$ cat config.mk
export PLATFORM = sky130hd
export DESIGN_NAME = mdu
export DESIGN_NICKNAME = d
export VERILOG_FILES = /design/src/rtl/mdu_pkg.sv /design/src/rtl/mdu_div_iter.sv /design/src/rtl/mdu.sv
export SDC_FILE = /design/constraint.sdc
export NUM_CORES = 1
export LEC_CHECK = 0
export BUFFER_PORTS_ARGS = -buffer_cell sky130_fd_sc_hd__buf_4
export CAP_MARGIN = 20
export CORE_MARGIN = 1
export CORE_UTILIZATION = 54
export CTS_CLUSTER_SIZE = 8
export DETAILED_ROUTE_END_ITERATION = 6
export PLACE_DENSITY = 0.73
export SLEW_MARGIN = 15
export SYNTH_ARGS = -nofsm -noshare
export SYNTH_HDL_FRONTEND = slang
export SYNTH_HIERARCHICAL = 1
export SYNTH_SLANG_ARGS = --single-unit
$ cat constraint.sdc
create_clock -name clk -period 10.6 [get_ports clk]
set_input_delay 1.06 -clock clk [delete_from_list [all_inputs] [get_ports clk]]
set_output_delay 1.06 -clock clk [all_outputs]
set_load 0.02 [all_outputs]
$ cat src/rtl/mdu_pkg.sv
// -----------------------------------------------------------------------------
// mdu_pkg -- shared types and helpers for the multiply/divide unit.
//   mdu_op_e    : RV32M funct3 encodings
//   mdu_state_e : sequencer states
//   most_neg()  : most-negative two's-complement value for a given width
// -----------------------------------------------------------------------------
package mdu_pkg;

  typedef enum logic [2:0] {
    OP_MUL    = 3'b000,
    OP_MULH   = 3'b001,
    OP_MULHSU = 3'b010,
    OP_MULHU  = 3'b011,
    OP_DIV    = 3'b100,
    OP_DIVU   = 3'b101,
    OP_REM    = 3'b110,
    OP_REMU   = 3'b111
  } mdu_op_e;

  typedef enum logic [1:0] {
    IDLE = 2'd0,
    CALC = 2'd1,
    FIX  = 2'd2,
    DONE = 2'd3
  } mdu_state_e;

  localparam int unsigned MDU_MAX_XLEN = 128;

  // Caller truncates to its own width.
  function automatic logic [MDU_MAX_XLEN-1:0] most_neg(input int unsigned xlen);
    logic [MDU_MAX_XLEN-1:0] v;
    v = '0;
    v[xlen-1] = 1'b1;
    return v;
  endfunction

endpackage

$ cat src/rtl/mdu_div_iter.sv
// -----------------------------------------------------------------------------
// mdu_div_iter -- one restoring-division step (combinational).
//   i_rem     : partial remainder (always < divisor)
//   i_dbit    : next dividend bit shifted in
//   i_divisor : divisor magnitude
//   o_rem     : next partial remainder
//   o_qbit    : quotient bit produced by this step
// -----------------------------------------------------------------------------
module mdu_div_iter #(
  parameter int unsigned XLEN = 32
) (
  input  logic [XLEN-1:0] i_rem,
  input  logic            i_dbit,
  input  logic [XLEN-1:0] i_divisor,
  output logic [XLEN-1:0] o_rem,
  output logic            o_qbit
);

  logic [XLEN:0] w_shift;
  logic [XLEN:0] w_diff;

  assign w_shift = {i_rem, i_dbit};
  assign w_diff  = w_shift - {1'b0, i_divisor};

  // w_shift < 2*divisor, so the top bit of the difference is a clean borrow flag.
  assign o_qbit = ~w_diff[XLEN];
  assign o_rem  = o_qbit ? w_diff[XLEN-1:0] : w_shift[XLEN-1:0];

endmodule

$ cat src/rtl/mdu.sv
// -----------------------------------------------------------------------------
// mdu -- multi-cycle RV32M multiply/divide unit (radix-2 shift-add / restoring
// shift-subtract). Optional macro MDU_FAST_MUL_EN: single-cycle multiplies.
//   clk, rst_n     : clock, synchronous active-low reset
//   start, funct3  : request and operation (sampled when not busy)
//   rs1, rs2       : operands (dividend / divisor for DIV/REM)
//   busy           : operation in flight, new start ignored
//   valid          : one-cycle strobe, rd holds a new result
//   rd, z          : result and registered rd==0 flag
// -----------------------------------------------------------------------------
module mdu
  import mdu_pkg::*;
#(
  parameter int unsigned XLEN = 32
) (
  input  logic            clk,
  input  logic            rst_n,
  input  logic            start,
  input  logic [2:0]      funct3,
  input  logic [XLEN-1:0] rs1,
  input  logic [XLEN-1:0] rs2,
  output logic            busy,
  output logic            valid,
  output logic [XLEN-1:0] rd,
  output logic            z
);

  localparam int unsigned   CW       = $clog2(XLEN + 1);
  localparam logic [XLEN-1:0] MOST_NEG = XLEN'(most_neg(XLEN));

  mdu_state_e        r_state, w_next;
  mdu_op_e           r_op;
  logic [CW-1:0]     r_cnt;
  logic              r_neg;
  logic [2*XLEN-1:0] r_acc;
  logic [XLEN-1:0]   r_b;
  logic [XLEN-1:0]   r_rd;
  logic              r_z;

  mdu_op_e           w_op;
  logic              w_accept, w_is_div, w_sa, w_sb, w_neg;
  logic              w_div0, w_ovf, w_bypass, w_fast_hit;
  logic [XLEN-1:0]   w_mag_a, w_mag_b, w_spec_res, w_fast_res, w_bypass_res;
  logic [XLEN:0]     w_mul_sum;
  logic [XLEN-1:0]   w_div_rem, w_div_sel, w_fix_res;
  logic              w_qbit;
  logic [2*XLEN-1:0] w_step, w_prod;

  assign w_op     = mdu_op_e'(funct3);
  assign w_accept = start & ((r_state == IDLE) | (r_state == DONE));
  assign w_is_div = funct3[2];

  // Operand signedness per op; MUL is sign-agnostic in its low half.
  always_comb begin
    w_sa = 1'b0;
    w_sb = 1'b0;
    case (w_op)
      OP_MULH, OP_DIV, OP_REM: begin
        w_sa = rs1[XLEN-1];
        w_sb = rs2[XLEN-1];
      end
      OP_MULHSU: w_sa = rs1[XLEN-1];
      default: ;
    endcase
  end

  assign w_mag_a = w_sa ? -rs1 : rs1;
  assign w_mag_b = w_sb ? -rs2 : rs2;
  // Remainder follows the dividend sign; products/quotients the sign product.
  assign w_neg   = (w_op == OP_REM) ? w_sa : (w_sa ^ w_sb);

  assign w_div0 = w_is_div & (rs2 == '0);
  assign w_ovf  = ((w_op == OP_DIV) | (w_op == OP_REM)) & (rs1 == MOST_NEG) & (rs2 == '1);

  always_comb begin
    w_spec_res = '0;
    if (w_div0)     w_spec_res = funct3[1] ? rs1 : '1;
    else if (w_ovf) w_spec_res = funct3[1] ? '0  : rs1;
  end

`ifdef MDU_FAST_MUL_EN
  logic [2*XLEN-1:0] w_ea, w_eb, w_fp;
  assign w_ea       = {{XLEN{w_sa}}, rs1};
  assign w_eb       = {{XLEN{w_sb}}, rs2};
  assign w_fp       = w_ea * w_eb;
  assign w_fast_hit = ~w_is_div;
  assign w_fast_res = (w_op == OP_MUL) ? w_fp[XLEN-1:0] : w_fp[2*XLEN-1:XLEN];
`else
  assign w_fast_hit = 1'b0;
  assign w_fast_res = '0;
`endif

  assign w_bypass     = w_div0 | w_ovf | w_fast_hit;
  assign w_bypass_res = w_fast_hit ? w_fast_res : w_spec_res;

  // r_acc doubles as {hi, lo} product accumulator and {remainder, dividend/quotient}.
  assign w_mul_sum = {1'b0, r_acc[2*XLEN-1:XLEN]} + (r_acc[0] ? {1'b0, r_b} : '0);

  mdu_div_iter #(.XLEN(XLEN)) u_div_iter (
    .i_rem     (r_acc[2*XLEN-1:XLEN]),
    .i_dbit    (r_acc[XLEN-1]),
    .i_divisor (r_b),
    .o_rem     (w_div_rem),
    .o_qbit    (w_qbit)
  );

  assign w_step = r_op[2] ? {w_div_rem, r_acc[XLEN-2:0], w_qbit}
                          : {w_mul_sum, r_acc[XLEN-1:1]};

  assign w_prod    = r_neg ? -r_acc : r_acc;
  assign w_div_sel = r_op[1] ? r_acc[2*XLEN-1:XLEN] : r_acc[XLEN-1:0];

  always_comb begin
    w_fix_res = '0;
    case (r_op)
      OP_MUL:                       w_fix_res = w_prod[XLEN-1:0];
      OP_MULH, OP_MULHSU, OP_MULHU: w_fix_res = w_prod[2*XLEN-1:XLEN];
      default:                      w_fix_res = r_neg ? -w_div_sel : w_div_sel;
    endcase
  end

  always_ff @(posedge clk) begin
    if (!rst_n) r_state <= IDLE;
    else        r_state <= w_next;
  end

  always_comb begin
    w_next = r_state;
    case (r_state)
      IDLE, DONE: w_next = w_accept ? (w_bypass ? DONE : CALC) : IDLE;
      CALC:       if (r_cnt == CW'(1)) w_next = FIX;
      FIX:        w_next = DONE;
      default:    w_next = IDLE;
    endcase
  end

  always_ff @(posedge clk) begin
    if (!rst_n) begin
      r_op  <= OP_MUL;
      r_neg <= 1'b0;
      r_acc <= '0;
      r_b   <= '0;
      r_cnt <= '0;
      r_rd  <= '0;
      r_z   <= 1'b1;
    end else if (w_accept) begin
      r_op  <= w_op;
      r_neg <= w_neg;
      r_acc <= {{XLEN{1'b0}}, w_mag_a};
      r_b   <= w_mag_b;
      r_cnt <= w_bypass ? '0 : CW'(XLEN);
      if (w_bypass) begin
        r_rd <= w_bypass_res;
        r_z  <= (w_bypass_res == '0);
      end
    end else if (r_state == CALC) begin
      r_acc <= w_step;
      r_cnt <= r_cnt - CW'(1);
    end else if (r_state == FIX) begin
      r_rd <= w_fix_res;
      r_z  <= (w_fix_res == '0);
    end
  end

  assign busy  = (r_state == CALC) | (r_state == FIX);
  assign valid = (r_state == DONE);
  assign rd    = r_rd;
  assign z     = r_z;

endmodule

After elaboration in Yosys (flattened, before gate mapping)
Cells that the tools add are included.

Word-level logic and storage cells: 89. Bits in registers: 141. Output and inout port bits: 35. Input bits: 70.

Reductions and logical operators: 13. Bitwise gates (word level): 11. Add/subtract/negate cells: 7. Mux-type cells: 33. Eq/ne operators: 16.

Operators by type and width (number): 32-bit two-way mux (16); 64-bit two-way mux (2); 32-bit logical NOT (3); 32-bit negator (3); 32-bit equality test (second input constant) (2); 64-bit negator (1); 32-bit one-hot mux with 2 select lines (1); 32-bit by 32-bit adder with 33-bit output (1); 33-bit by 32-bit subtractor with 33-bit output (1); 6-bit two-way mux (3); 3-bit by 2-bit equality test with 1-bit output (second input constant) (3); 1-bit two-way mux (7); 3-bit by 1-bit equality test with 1-bit output (second input constant) (2); 3-bit equality test (second input constant) (2); 6-bit by 1-bit equality test with 1-bit output (second input constant) (1); 2-bit two-way mux (3); 2-bit one-hot mux with 3 select lines (1); 3-bit OR reduction (2); 6-bit by 1-bit subtractor with 6-bit output (second input constant) (1); 1-bit AND (4); 2-bit equality test (second input constant) (2); 2-bit inequality test (second input constant) (2); 1-bit OR (4); 2-bit nonzero test (2); 9 further kinds (11).

Longest topological paths before layout
Depth in word-level cells: 9. Mapped depth: 19. Gate-level depth less buffers: 17.

By module
The synthesis kept the hierarchy.

By module, submodules not included: mdu (cells an instance 1892, times used 1, area each 13810.7 um^2, sequential area each 2822.7 um^2); mdu_div_iter (cells an instance 305, times used 1, area each 2358.5 um^2, sequential area each 0.0 um^2).

Worst setup path after synthesis
No wires, ideal clock.

Kind: reg2reg. Start point: register r_op[1]. End point: register r_z, in the netlist z. Stages on the path, launching flop included: 19. Slack: 5.766 ns. Arrival: 4.757 ns. Clock period less this slack: 4.834 ns. Data required time: 10.523 ns. Setup time: 0.077 ns. Path buffers: 7. Cells stage by stage: dfxtp_1 -> clkbuf_1 -> clkbuf_1 -> clkbuf_1 -> buf_1 -> buf_1 -> buf_1 -> mux2i_1 -> ha_1 -> o21ai_0 -> or4_1 -> clkbuf_1 -> nor2_1 -> nor4_1 -> a2111oi_0 -> nand2_1 -> nor4_1 -> nand4_1 -> a41oi_2.

Word-level cells in the longest chain between the ends: 8. Elaborated cells on any way between the ends: 13. Those cells by class: add/sub: 1; eq/ne: 3; mux: 6; reduce/logical: 3.

RTL lines: start: declaration (RTL line mdu.sv:32) `mdu_op_e r_op;`; start signal: assignment (RTL line mdu.sv:147) `r_op <= w_op;`; 32-bit two-way mux (RTL line mdu.sv:111) `assign w_div_sel = r_op[1] ? r_acc[2*XLEN-1:XLEN] : r_acc[XLEN-1:0];`; 32-bit negator (RTL line mdu.sv:118) `default: w_fix_res = r_neg ? -w_div_sel : w_div_sel;`; 32-bit two-way mux (RTL line mdu.sv:118); 32-bit one-hot mux with 2 select lines * (RTL line mdu.sv:115) `case (r_op)`; 32-bit logical NOT * (RTL line mdu.sv:161) `r_z <= (w_fix_res == '0);`; 1-bit two-way mux * (RTL line mdu.sv:159) `end else if (r_state == FIX) begin`; 1-bit two-way mux * (RTL line mdu.sv:156) `end else if (r_state == CALC) begin`; 1-bit two-way mux * (RTL line mdu.sv:146) `end else if (w_accept) begin`; end signal: assignment (RTL line mdu.sv:154) `r_z <= (w_bypass_res == '0);`; end signal: assignment (RTL line mdu.sv:161); end: declaration (RTL line mdu.sv:38) `logic r_z;`.

Mark *: on every way between the ends. The rest lies on a longest branch, timed or not. The select of a mux whose other input is x is not followed. A chain may end at the register's enable or synchronous reset.

Worst setup path in the final report
Start point: input rs1[0]. End point: register r_rd[8], in the netlist rd[8].

Word-level cells in the longest chain between the ends: 7. Elaborated cells on any way between the ends: 10. Those cells by class: eq/ne: 2; mux: 4; bitwise: 3; reduce/logical: 1.

RTL lines: start: declaration (RTL line mdu.sv:20) `input logic [XLEN-1:0] rs1,`; 32-bit equality test * (RTL line mdu.sv:73) `assign w_ovf = ((w_op == OP_DIV) | (w_op == OP_REM)) & (rs1 == MOST_NEG) & (rs2 == '1);`; 1-bit AND * (2 in series) (RTL line mdu.sv:73); 32-bit two-way mux (RTL line mdu.sv:78) `else if (w_ovf) w_spec_res = funct3[1] ? '0 : rs1;`; 32-bit two-way mux (RTL line mdu.sv:77) `if (w_div0) w_spec_res = funct3[1] ? rs1 : '1;`; 32-bit two-way mux (RTL line mdu.sv:152) `if (w_bypass) begin`; 32-bit two-way mux (RTL line mdu.sv:146); end signal: assignment (RTL line mdu.sv:153) `r_rd <= w_bypass_res;`; end signal: assignment (RTL line mdu.sv:160) `r_rd <= w_fix_res;`; end: declaration (RTL line mdu.sv:37) `logic [XLEN-1:0] r_rd;`.

Marks and branches as above.

==> summary.md <==
| Metric | Value |
|---|---|
| Cell internal pwr | `2.328 mW` |
| Max layer used | `met4` |
| Antenna-violating nets left | `0` |
| Post-route DRC | `7` |
| Slew headroom | `24.54%` |
| Worst Path Arrival | `between 5000 and 6000 ps` |
| Worst Hold Class | `flip-flop to flip-flop` |
| Routed len/inst | `about 23 µm` |
| Via count of the routed design | `~17000` |
| Number of core rows | `62` |
| IO Port Bufs | `~100` |
| Vias in the first global route | `around 16000` |
| Comb power frac | `around 67%` |
| Distinct cell type count after synthesis | `104` |
| Fill cells | `2748` |
| Overflow after GRT | `0` |
| Async SR Flop Fraction | `0%` |
| Sw power | `between 2 and 3 mW` |
| Met3 WL | `7.611 mm` |
| Total wire length | `a little under 60 mm` |
| Max Clock Freq | `0.2020 GHz` |
| Via density | `between 6 and 7` |
| # H-tree levels | `4` |
| Met1 wire length | `between 20 and 30 mm` |
| Setup violators final | `0` |
| TritonRoute pass-1 iters | `7` |
| Initial antenna violation count | `0` |
| Die Wd | `175.0 µm` |
| Dpl cell area | `around 17000 µm²` |
| Met2 routed WL | `~24 mm` |
| Sequential-to-total area share from yosys stat | `between 15 and 20%` |
| Clock-pin slew on the worst setup and hold paths | `approximately 60 ps` |
| Required time of the critical path | `10970 ps` |
| Die area | `30640 µm²` |
| Initial Util | `between 50% and 60%` |
| Resized Gates After CTS | `0` |
| Crit. End Element | `flip-flop` |
| Syn_nets | `2343` |
| Syn Area/Cell | `7.360 µm²` |
| Total Routing Usage GR | `about 38%` |
| Commonest cells after routing, fill and taps aside | `nor2_1, nand2_1, a21oi_1` |
| Worst setup path start | `rs1[0]` |
| Share of layout cells above drive strength 1 | `11.76%` |
| Final instance area | `17300 µm²` |
| FF+latch count, synth | `141` |
| LEAKAGE | `approximately 6.8 nW` |
| Synth-to-Final Area Change | `6.972%` |
| Kind of start point of the critical path | `input pin` |
| RR Startpoint | `r_acc[31]` |
| Ys Warns | `6` |
| Failing checks | `DRC` |
| Core ar. | `slightly below 30000 µm²` |
| Ant diodes | `0` |
| Worst Slack Setup Final | `around 5600 ps` |
| Initial DRC count | `around 2400` |
| Commonest non-fill, non-tap cell in the layout | `nor2_1` |
| R2r endpoint | `r_acc[62]` |
| Nets | `between 2000 and 2500` |
| Total CTS buffers | `17` |
| R2r worst-path depth | `16` |
| DP Worst Slack | `~5300 ps` |
| Top_reg_cell synth | `dfxtp_1` |
| First-pass GRT wire length | `90.98 mm` |
| Sum of negative setup slack | `0 ps` |
| Pwr Density | `between 200 and 300 nW/µm²` |
| Max-Cap Viols | `0` |
| Largest area contributor in the netlist | `dfxtp_1` |
| Post-synthesis cell area | `about 16000 µm²` |
| Clock sink total | `approximately 140` |
| Synth top area cells | `dfxtp_1, ha_1, xnor2_1` |
| Clock Skews | `between 15 and 20 ps` |
| Final Hold Fails | `0` |
| Slew Limit Fails | `0` |
| Tcrit/Tclk final | `a little under half` |
| Status | `finished, violations left` |
| Final min period | `between 4000 and 5000 ps` |
| CTS tree | `yes` |
| Crit path kind | `input pin to flip-flop` |
| Placed cell count | `2529` |
| Postcts setup bufs | `0` |
| HPWL after detailed placement | `between 40 and 50 mm` |
| Die Ht | `~180 µm` |
| Boundary Pins | `between 100 and 150` |
| Synth top area share | `between 10% and 20%` |
| Hold Path Origin | `rd[27]` |
| GPL Wtd Cong | `approximately 1.1` |
| Clk root buf | `clkbuf_16` |
| Largest net degree at the start of global routing | `93` |
| Peak supply drop | `0.0002577 V` |
| RSZ-0062 raised after global routing | `false` |
| Worst R2R Setup Slack | `approximately 5700 ps` |
| Worst Tran Pin Value | `around 1100 ps` |
| Clock Power Share | `between 10% and 20%` |
| Post-synth EDFFs | `0` |
| Hold_buf cts | `0` |
| Worst-path fanout max | `31` |
| Gate count after technology mapping | `~2200` |
| Sw Share | `a little over half` |
| Flop pwr share | `around a fifth` |
| Non-Filler Instances | `2561` |
| CTS Buffer Depth | `2` |
| Worst skew pair latency | `around 450 ps` |
| CP Capture Point | `rd[8]` |
| Final Power | `around 5.0 mW` |
-- kinds of logic (layout without fill, tap and decap cells) --
logic type      after synthesis  count (layout)  synth area share (%)
xor+xnor                    164             164                 8.883
mux                         109             109                 7.498
compound gates              679             679                 28.44
buf+inv                     256             236                 7.692
flops                       141             141                 17.46
fa+ha+maj                    76              76                 5.974
simple gates                772             772                 24.06
-- worst min path at each step --
stage / cells past startpoint / slack (ps) / to
floorplan: 2 / 440 / r_b[31]
global placement: 2 / 460 / rd[22]
detailed placement: 2 / 470 / rd[27]
CTS: 2 / 480 / rd[27]
global route: 2 / 500 / rd[26]
finish: 2 / 480 / rd[27]
-- power by group through the flow --
stage	clock, mW	combinational, mW	sequential, mW
after detailed placement	0	3.22	1.04
final	0.616	3.36	1.06
after global routing	0.641	3.60	1.06
after global placement	0	3.20	1.03
after floorplan	0	2.60	0.815
after CTS	0.615	3.24	1.03
-- cell type report --
class                   instances  area (µm²)  share of cell area [%]
multi-input cells            1800       12130                   70.11
flip-flops and latches        141        2831                   16.37
repair buffers                134        1006                   5.816
well taps                     384       480.5                   2.778
clock buffers                  19       442.9                   2.561
inverters                      70       270.3                   1.562
clock inverters                13       138.9                  0.8029
-- cell usage after synthesis (67+ instances only) --
cell	n
a211oi_1	84
nand2_1	181
dfxtp_1	141
o21ai_0	134
nor2_1	193
mux2i_1	78
nor3_1	77
inv_1	69
a21oi_1	158
clkbuf_1	131
xor2_1	67
xnor2_1	97
ha_1	74
-- per-layer routing --
layer	GRT usage, %	vias up
li1	-	8063
met3	9.987	178
met5	0.8013	-
met2	52.84	1071
met4	12.75	0
met1	54.63	8184
-- worst max-delay path, cell delays in order --
cell	delay [ps]
buf_4	140
inv_1	60
ha_1	190
or4b_2	630
nor4bb_1	920
nand3_1	370
nor2_1	290
o21ai_0	230
nand2_1	140
nand2_1	580
a211oi_1	490
a21oi_1	80
nor2_1	120
-- registers in the layout, summed over array words and instances, names as in the netlist --
register  count
r_acc        64
r_b          32
rd           32
r_cnt         6
r_op          3
r_state       2
r_neg         1
z             1
-- per-stage QoR --
stage          util [%]  hold WS [ps]
2_1_floorplan         -         440.3
3_3_place_gp      57.46         459.2
3_5_place_dp      57.46         469.0
4_1_cts           59.46         479.8
5_1_grt           59.46         504.0
6_report          59.46         476.3
(Power assumes the default switching activity.)
